[config.mk]
export PLATFORM = sky130hd
export DESIGN_NAME = bit_serializer
export DESIGN_NICKNAME = d
export VERILOG_FILES = /design/src/rtl/bit_serializer_pkg.sv /design/src/rtl/sync_fifo.sv /design/src/rtl/bit_serializer.sv
export SDC_FILE = /design/constraint.sdc
export NUM_CORES = 1
export LEC_CHECK = 0
export ABC_AREA = 1
export CORE_MARGIN = 1.5
export CORE_UTILIZATION = 51
export DETAILED_ROUTE_END_ITERATION = 12
export PLACE_DENSITY = 0.78
export SYNTH_ARGS = -nofsm -noshare
export SYNTH_HDL_FRONTEND = slang
export SYNTH_SLANG_ARGS = --single-unit
[constraint.sdc]
create_clock -name clk -period 4.9 [get_ports clk]
set_clock_uncertainty 0.1 [all_clocks]
set_input_delay 0.98 -clock clk [delete_from_list [all_inputs] [get_ports clk]]
set_output_delay 0.98 -clock clk [all_outputs]
set_load 0.01 [all_outputs]
[src/rtl/bit_serializer_pkg.sv]
// Shared constants and width helpers for the bit serializer and its FIFO.
package bit_serializer_pkg;

  localparam logic [0:0] StIdle  = 1'b0;
  localparam logic [0:0] StShift = 1'b1;

  function automatic int unsigned cnt_width(int unsigned width);
    return $clog2(width) + 1;
  endfunction

  function automatic int unsigned ptr_width(int unsigned depth);
    return $clog2(depth);
  endfunction

endpackage

[src/rtl/sync_fifo.sv]
// Single-clock word FIFO with combinational head output and synchronous flush.
module sync_fifo
  import bit_serializer_pkg::*;
#(
  parameter int unsigned WIDTH = 8,
  parameter int unsigned DEPTH = 4
) (
  input  logic                        clk,
  input  logic                        rst,
  input  logic                        push,
  input  logic [WIDTH-1:0]            push_data,
  input  logic                        pop,
  output logic [WIDTH-1:0]            pop_data,
  input  logic                        flush,
  output logic [ptr_width(DEPTH):0]   level,
  output logic                        full,
  output logic                        empty
);

  localparam int unsigned PtrW = ptr_width(DEPTH);

  logic [WIDTH-1:0] mem_q [DEPTH];
  logic [PtrW-1:0]  wr_ptr_q, rd_ptr_q;
  logic [PtrW:0]    level_q;
  logic             do_push, do_pop;

  assign full     = (level_q == (PtrW+1)'(DEPTH));
  assign empty    = (level_q == '0);
  assign level    = level_q;
  assign pop_data = mem_q[rd_ptr_q];
  assign do_push  = push && !full && !flush;
  assign do_pop   = pop && !empty && !flush;

  // Pointers are exactly PtrW bits wide, so they wrap modulo DEPTH on their own.
  always_ff @(posedge clk or negedge rst) begin
    if (!rst) begin
      wr_ptr_q <= '0;
      rd_ptr_q <= '0;
      level_q  <= '0;
    end else if (flush) begin
      wr_ptr_q <= '0;
      rd_ptr_q <= '0;
      level_q  <= '0;
    end else begin
      if (do_push) wr_ptr_q <= wr_ptr_q + PtrW'(1);
      if (do_pop)  rd_ptr_q <= rd_ptr_q + PtrW'(1);
      if (do_push && !do_pop)      level_q <= level_q + (PtrW+1)'(1);
      else if (do_pop && !do_push) level_q <= level_q - (PtrW+1)'(1);
    end
  end

  always_ff @(posedge clk) begin
    if (do_push) mem_q[wr_ptr_q] <= push_data;
  end

endmodule

[src/rtl/bit_serializer.sv]
// Parallel-to-serial front end: buffers words in a FIFO and shifts them out one bit per clock,
// streaming back-to-back words without gaps.
module bit_serializer
  import bit_serializer_pkg::*;
#(
  parameter int unsigned WIDTH     = 8,
  parameter int unsigned DEPTH     = 4,
  parameter int unsigned MSB_FIRST = 1,
  parameter logic        IDLE_BIT  = 1'b0
) (
  input  logic                       clk,
  input  logic                       rst,
  input  logic [WIDTH-1:0]           in_data,
  input  logic                       in_valid,
  output logic                       in_ready,
  input  logic                       enable,
  input  logic                       flush,
  output logic                       ser_bit,
  output logic                       ser_valid,
  output logic                       busy,
  output logic [$clog2(DEPTH):0]     level
);

  localparam int unsigned CntW = cnt_width(WIDTH);

  logic [0:0]       state_q, state_d;
  logic [WIDTH-1:0] sreg_q, sreg_d;
  logic [CntW-1:0]  cnt_q, cnt_d;
  logic [WIDTH-1:0] head;
  logic             full, empty, load, last_bit;

  sync_fifo #(
    .WIDTH (WIDTH),
    .DEPTH (DEPTH)
  ) u_fifo (
    .clk       (clk),
    .rst       (rst),
    .push      (in_valid && in_ready),
    .push_data (in_data),
    .pop       (load),
    .pop_data  (head),
    .flush     (flush),
    .level     (level),
    .full      (full),
    .empty     (empty)
  );

  assign in_ready  = !full && !flush;
  assign last_bit  = (cnt_q == CntW'(1));
  // Refill on the last bit as well as from idle so consecutive words abut.
  assign load      = !flush && enable && !empty && ((state_q == StIdle) || last_bit);
  assign busy      = (state_q == StShift);
  assign ser_valid = (state_q == StShift) && enable;
  assign ser_bit   = !ser_valid ? IDLE_BIT :
                     (MSB_FIRST != 0) ? sreg_q[WIDTH-1] : sreg_q[0];

  always_comb begin
    state_d = state_q;
    sreg_d  = sreg_q;
    cnt_d   = cnt_q;
    if (flush) begin
      state_d = StIdle;
      cnt_d   = '0;
    end else if (load) begin
      state_d = StShift;
      sreg_d  = head;
      cnt_d   = CntW'(WIDTH);
    end else if ((state_q == StShift) && enable) begin
      if (last_bit) begin
        state_d = StIdle;
        cnt_d   = '0;
      end else begin
        sreg_d = (MSB_FIRST != 0) ? {sreg_q[WIDTH-2:0], 1'b0} : {1'b0, sreg_q[WIDTH-1:1]};
        cnt_d  = cnt_q - CntW'(1);
      end
    end
  end

  always_ff @(posedge clk or negedge rst) begin
    if (!rst) begin
      state_q <= StIdle;
      sreg_q  <= '0;
      cnt_q   <= '0;
    end else begin
      state_q <= state_d;
      sreg_q  <= sreg_d;
      cnt_q   <= cnt_d;
    end
  end

endmodule
== After elaboration in Yosys (flattened, before gate mapping) ==
Memory sizes are Yosys's and may differ from the RTL's.
Index checks and enable logic that the tools add are counted.

* Register bits after elaboration: 20
* RAM bits: 32
* Bits of input ports: 13
* Logic and storage cells: 65
* Memories: 1

* Add/sub/neg operators: 5
* Equality and inequality tests: 3
* Mux-type cells: 21
* Bitwise logic cells: 2
* Reduce and logical (&&, ||, !) cells: 27

{| class="wikitable"
|+ Memory list
! memory !! depth !! width !! read ports !! clocked after Yosys merged registers in !! wr ports !! line !! text
|-
| u_fifo.mem_q || 4 || 8 || 1 || 0 || 1 || sync_fifo.sv:22 || <nowiki>logic [WIDTH-1:0] mem_q [DEPTH];</nowiki>
|}

{| class="wikitable"
|+ Operator list
! cell !! number
|-
| $mux 8 || 3
|-
| $mux 4 || 4
|-
| $logic_and 1x1->1 || 12
|-
| $mux 3 || 3
|-
| $reduce_bool 3->1 || 3
|-
| $mux 2 || 4
|-
| $mux 1 || 7
|-
| $reduce_bool 2->1 || 3
|-
| $logic_not 1->1 || 5
|-
| $add 2x1->2 const B || 2
|-
| $eq 4x1->1 const B || 1
|-
| $sub 4x1->4 const B || 1
|-
| $add 3x1->3 const B || 1
|-
| $eq 3x3->1 const B || 1
|-
| $logic_not 3->1 || 1
|-
| $reduce_and 3->1 || 1
|-
| $sub 3x1->3 const B || 1
|-
| $ne 2x1->1 const B || 1
|-
| $not 1->1 || 2
|-
| $reduce_and 2->1 || 1
|-
| $logic_or 1x1->1 || 1
|}

== Logic depth before layout (Yosys ltp) ==
* Depth in word-level cells: 11
* Gate-level depth with buffers: 13
* Gate-level depth less buffers: 13

== Modules after synthesis ==
A second synthesis with hierarchy kept.

* Cells, all modules: 268
* Area, all modules: 2597.5 um^2

{| class="wikitable"
|+ By module, submodules not included
! module !! times used !! cells each !! area an instance (um^2)
|-
| sync_fifo || 1 || 151 || 1741.7
|-
| bit_serializer || 1 || 117 || 855.8
|}

== Worst setup path after synthesis ==
No wires, ideal clock.

* Path type: input-to-reg
* Start point: input port flush
* End point: register u_fifo.level_q[2], in the netlist u_fifo.level[2]
* Data arrival time: 2.231 ns
* Slack: 2.451 ns
* Stages on the path: 12
* Cell sequence: inv_2 -> nand2_1 -> a21oi_4 -> nand2_4 -> nand2_2 -> inv_1 -> fa_1 -> xor2_1 -> inv_1 -> nand2_1 -> nand3_1 -> nand2_1

* Cells in the longest elaborated chain, start to end: 10
* Elaborated cells on any way between the ends: 17
* Those cells by class: mux: 2; reduce/logical: 15

{| class="wikitable"
|+ RTL lines
! what !! line !! text
|-
| from (decl) || bit_serializer.sv:17 || <nowiki>input logic flush,</nowiki>
|-
| $logic_not 1->1 || -- ||
|-
| $logic_and 1x1->1 (3 in a row) || bit_serializer.sv:51 || <nowiki>assign load = !flush && enable && !empty && ((state_q == StIdle) || last_bit);</nowiki>
|-
| $logic_and 1x1->1 (2 in a row) || sync_fifo.sv:32 || <nowiki>assign do_pop = pop && !empty && !flush;</nowiki>
|-
| $logic_not 1->1 || sync_fifo.sv:47 || <nowiki>if (do_push && !do_pop) level_q <= level_q + (PtrW+1)'(1);</nowiki>
|-
| $logic_and 1x1->1 || sync_fifo.sv:47 ||
|-
| $mux 3 || sync_fifo.sv:47 ||
|-
| $mux 3 || sync_fifo.sv:40 || <nowiki>end else if (flush) begin</nowiki>
|-
| to (signal assigned) || sync_fifo.sv:47 ||
|-
| to (signal assigned) || sync_fifo.sv:48 || <nowiki>else if (do_pop && !do_push) level_q <= level_q - (PtrW+1)'(1);</nowiki>
|-
| to (decl) || sync_fifo.sv:24 || <nowiki>logic [PtrW:0] level_q;</nowiki>
|}

Parallel ways exist; a longest one is shown, timed or not.
A chain may end at the register's enable or synchronous reset.

== Worst setup path after layout ==
* Start point: input port flush
* End point: output port in_ready

* Cells in the longest elaborated chain, start to end: 2

{| class="wikitable"
|+ RTL lines
! what !! line !! text
|-
| $logic_not 1->1 || bit_serializer.sv:48 || <nowiki>assign in_ready = !full && !flush;</nowiki>
|-
| $logic_and 1x1->1 || bit_serializer.sv:48 ||
|-
| to (decl) || bit_serializer.sv:15 || <nowiki>output logic in_ready,</nowiki>
|}

No other way between the ends.

==> out/results.txt <==
Status: finished clean
XOR/XNOR share of the synthesized area: 0.01080
RSZ-0062 raised after global routing: false
CTS tree: yes
WL final: 4.080 mm
Largest cells by area after synthesis: edfxtp_1 (40%), dfrtp_1 (21%), nand2_1 (9.7%)
Core Region: 4474 um^2
Largest area contributor in the netlist: edfxtp_1
Dpl ws: 1.495 ns
First-pass GRT wire length: 6.789 mm
I/O pin total: 20
Mapped cell area: 2432 um^2
Clock share of power: 0.209
Hold Path End: sreg_q[0]
PnR worst setup slack: 1.496 ns
Die Y-Extent: 72.06 um
CTS Sinks: 52
Asr flop ratio synth: 0.3846
Most numerous cell in the Yosys netlist: nand2_1
Synth-to-Final Area Change: 12.35%
Yosys reg bits: 52
Layout cells sized above 1: 0.07749
Max-cap violations: 0
EDFF count, synth: 32
R2R Setup Slk: 2.60 ns
Site row count: 24
Crit Path Max Fanout: 13
Pwr Density: 456.2 nW/um^2
Logic pwr share: 0.305
Clock Tree Root: clkbuf_8
Post-cts resize count: 0
Mux share of post-synthesis cell area: 0
Max Transition Viols Final: 0
CP Capture Type: output pin
Netlist cell types: 26
Req. time, crit path: 3.82 ns
Gate Count Post-Synth: 251
Gr usage total: 0.1720
Buffers on Ports: 19
Number of CTS-inserted buffers: 5
DRC: 0
Layout fillers: 359
Worst Hold Class: reg -> reg
Yosys warns: 0
Synth Area in Adders: 0.03909
Final nets: 290
Leak Pwr: 1.188 nW
Starting Density: 0.5436
Hold Violations, Final: 0
Slew @ Worst Pin: 0.8925 ns
Most common flop cell mapped by yosys: edfxtp_1
Slew margin rel.: 0.4031
Antenna diode count: 0
DIE AREA: 5193 um^2
Largest family of logic cells by synthesized area: simple AND/OR/NAND/NOR gates
Top cell type's share of synthesized area: 0.3951
Avg Cell Area, Syn: 9.691 um^2
Die W: 72.06 um
Internal power: 0.8085 mW
# hold bufs at CTS: 0
R2R Path Start: cnt_q[1]
Initial antenna violation count: 0
Hold wc startpoint: sreg_q[0]
Pwr Total: 1.247 mW
R2R depth: 13
Synth Area in Compound Gates: 0.07665
Antenna Nets Post-Route: 0
Reg power frac: 0.486
Vias per cell: 5.139
Fin util: 0.6107
Register area: 1461 um^2
Critical Path Start Type: primary input
RR Endpoint: u_fifo.level[2]
Vias in the first global route: 1,514
Worst-path clk slew: 0.10 ns
Post-synth top cells: nand2_1 (63), nor2_1 (35), edfxtp_1 (32), o21ai_0 (23), inv_1 (22)
Worst Hold Depth: 2
Peak supply drop: 0.2550 mV
Final setup violation count: 0
DRT iter0 DRCs: 130
Detailed-route via count: 1,660
Setup CP Type: in -> out
Top achievable clock speed: 293.8 MHz
Worst-Skew Late Latency: 0.31 ns
DR pass1 iterations: 4
Syn_nets: 271
Post-CTS setup buffers: 0
Post-Synth Simple-Gate Area: 0.2109
Net Sw Frac: 0.3514
Wire length per cell: 12.63 um
Fin crit share: 0.6947
Fin Setup TNS: 0 ns
Min Tclk post-route: 3.404 ns
Clock tree buffer depth: 2
Global route overflow: 0
Hpwl dp: 2.752 mm
Multi-input gate area: 820.8 um^2
Arrival time worst endpoint: 2.32 ns
Switch Pwr: 0.4381 mW
Register area share after synthesis: 0.6008
Pin count of the biggest net entering global routing: 21
GPL Wtd Cong: 0.9120
# H-tree levels: 2
[worst max-delay path by stage]
| stage | start | endpoint | slack (ns) | cells after the start |
|---|---|---|---|---|
| 2_1_floorplan | flush | u_fifo.level[2] | 2.45 | 12 |
| 3_3_place_gp | flush | in_ready | 1.52 | 5 |
| 3_5_place_dp | flush | in_ready | 1.49 | 5 |
| 4_1_cts | flush | in_ready | 1.50 | 5 |
| 5_1_grt | flush | in_ready | 1.40 | 5 |
| 6_report | flush | in_ready | 1.50 | 5 |
[flip-flops by register name (all words and copies together) (netlist names)]
| name | flops |
|---|---|
| u_fifo.wr_ptr_q | 2 |
| sreg_q | 8 |
| busy | 1 |
| u_fifo.mem_q | 32 |
| u_fifo.level | 3 |
| u_fifo.rd_ptr_q | 2 |
| cnt_q | 4 |
[stage by stage]
step	cell area, um^2	hold slack [ns]	instances
after global placement	2635	0.3563	315
after CTS	2733	0.3892	323
after floorplan	2432	0.3422	251
final	2733	0.3886	323
after global routing	2733	0.4080	323
after detailed placement	2635	0.3655	315
[critical path: stages]
cell             delay, ns
clkdlybuf4s50_1       0.47
inv_2                 0.22
nand2_1               0.08
inv_1                 0.05
clkdlybuf4s50_1       0.52
[power by group through the flow]
| stage | clock, mW | combinational [mW] | sequential (mW) |
|---|---|---|---|
| 6_report | 0.260 | 0.380 | 0.606 |
| 5_1_grt | 0.279 | 0.431 | 0.616 |
| 4_1_cts | 0.262 | 0.382 | 0.606 |
| 3_5_place_dp | 0 | 0.379 | 0.615 |
| 3_3_place_gp | 0 | 0.366 | 0.613 |
| 2_1_floorplan | 0 | 0.282 | 0.602 |
[logic make-up (layout without fill, tap and decap cells)]
| logic type | after synthesis | in the layout |
|---|---|---|
| AO/OA/AOI/OAI | 34 | 34 |
| XOR/XNOR | 3 | 3 |
| AND/OR/NAND/NOR | 122 | 122 |
| adder cells (fa/ha/maj) | 7 | 7 |
| flip-flops | 52 | 52 |
| buffers and inverters | 33 | 53 |
[layout by cell type, fill, tap and decap left out, drive strengths merged]
cell,Yosys,layout
nand3,16,16
o22ai,1,1
dfrtp,20,20
edfxtp,32,32
clkbuf,1,5
clkdlybuf4s50,0,19
inv,26,29
a21oi,3,3
fa,1,1
xnor2,1,1
o21ai,29,29
nand4,2,2
xor2,2,2
ha,6,6
nor2,36,36
nand2,68,68
a22o,1,1
[metal layers]
metal	GRT usage	wire (um)	up-vias
li1	-	-	850
met1	0.2305	1935	768
met2	0.2788	1944	37
met3	0.04306	148	5
met4	0.05451	52	0
met5	0	0	-
[final cells by class]
class	count	share of cell area
Tap cell	52	0.02381
Clock buffer	5	0.02518
Clock inverter	3	0.01053
Sequential cell	52	0.5348
Inverter	26	0.03571
Timing Repair Buffer	19	0.06960
Multi-Input combinational cell	166	0.3004
No activity file was read; power rests on OpenSTA's default activity.
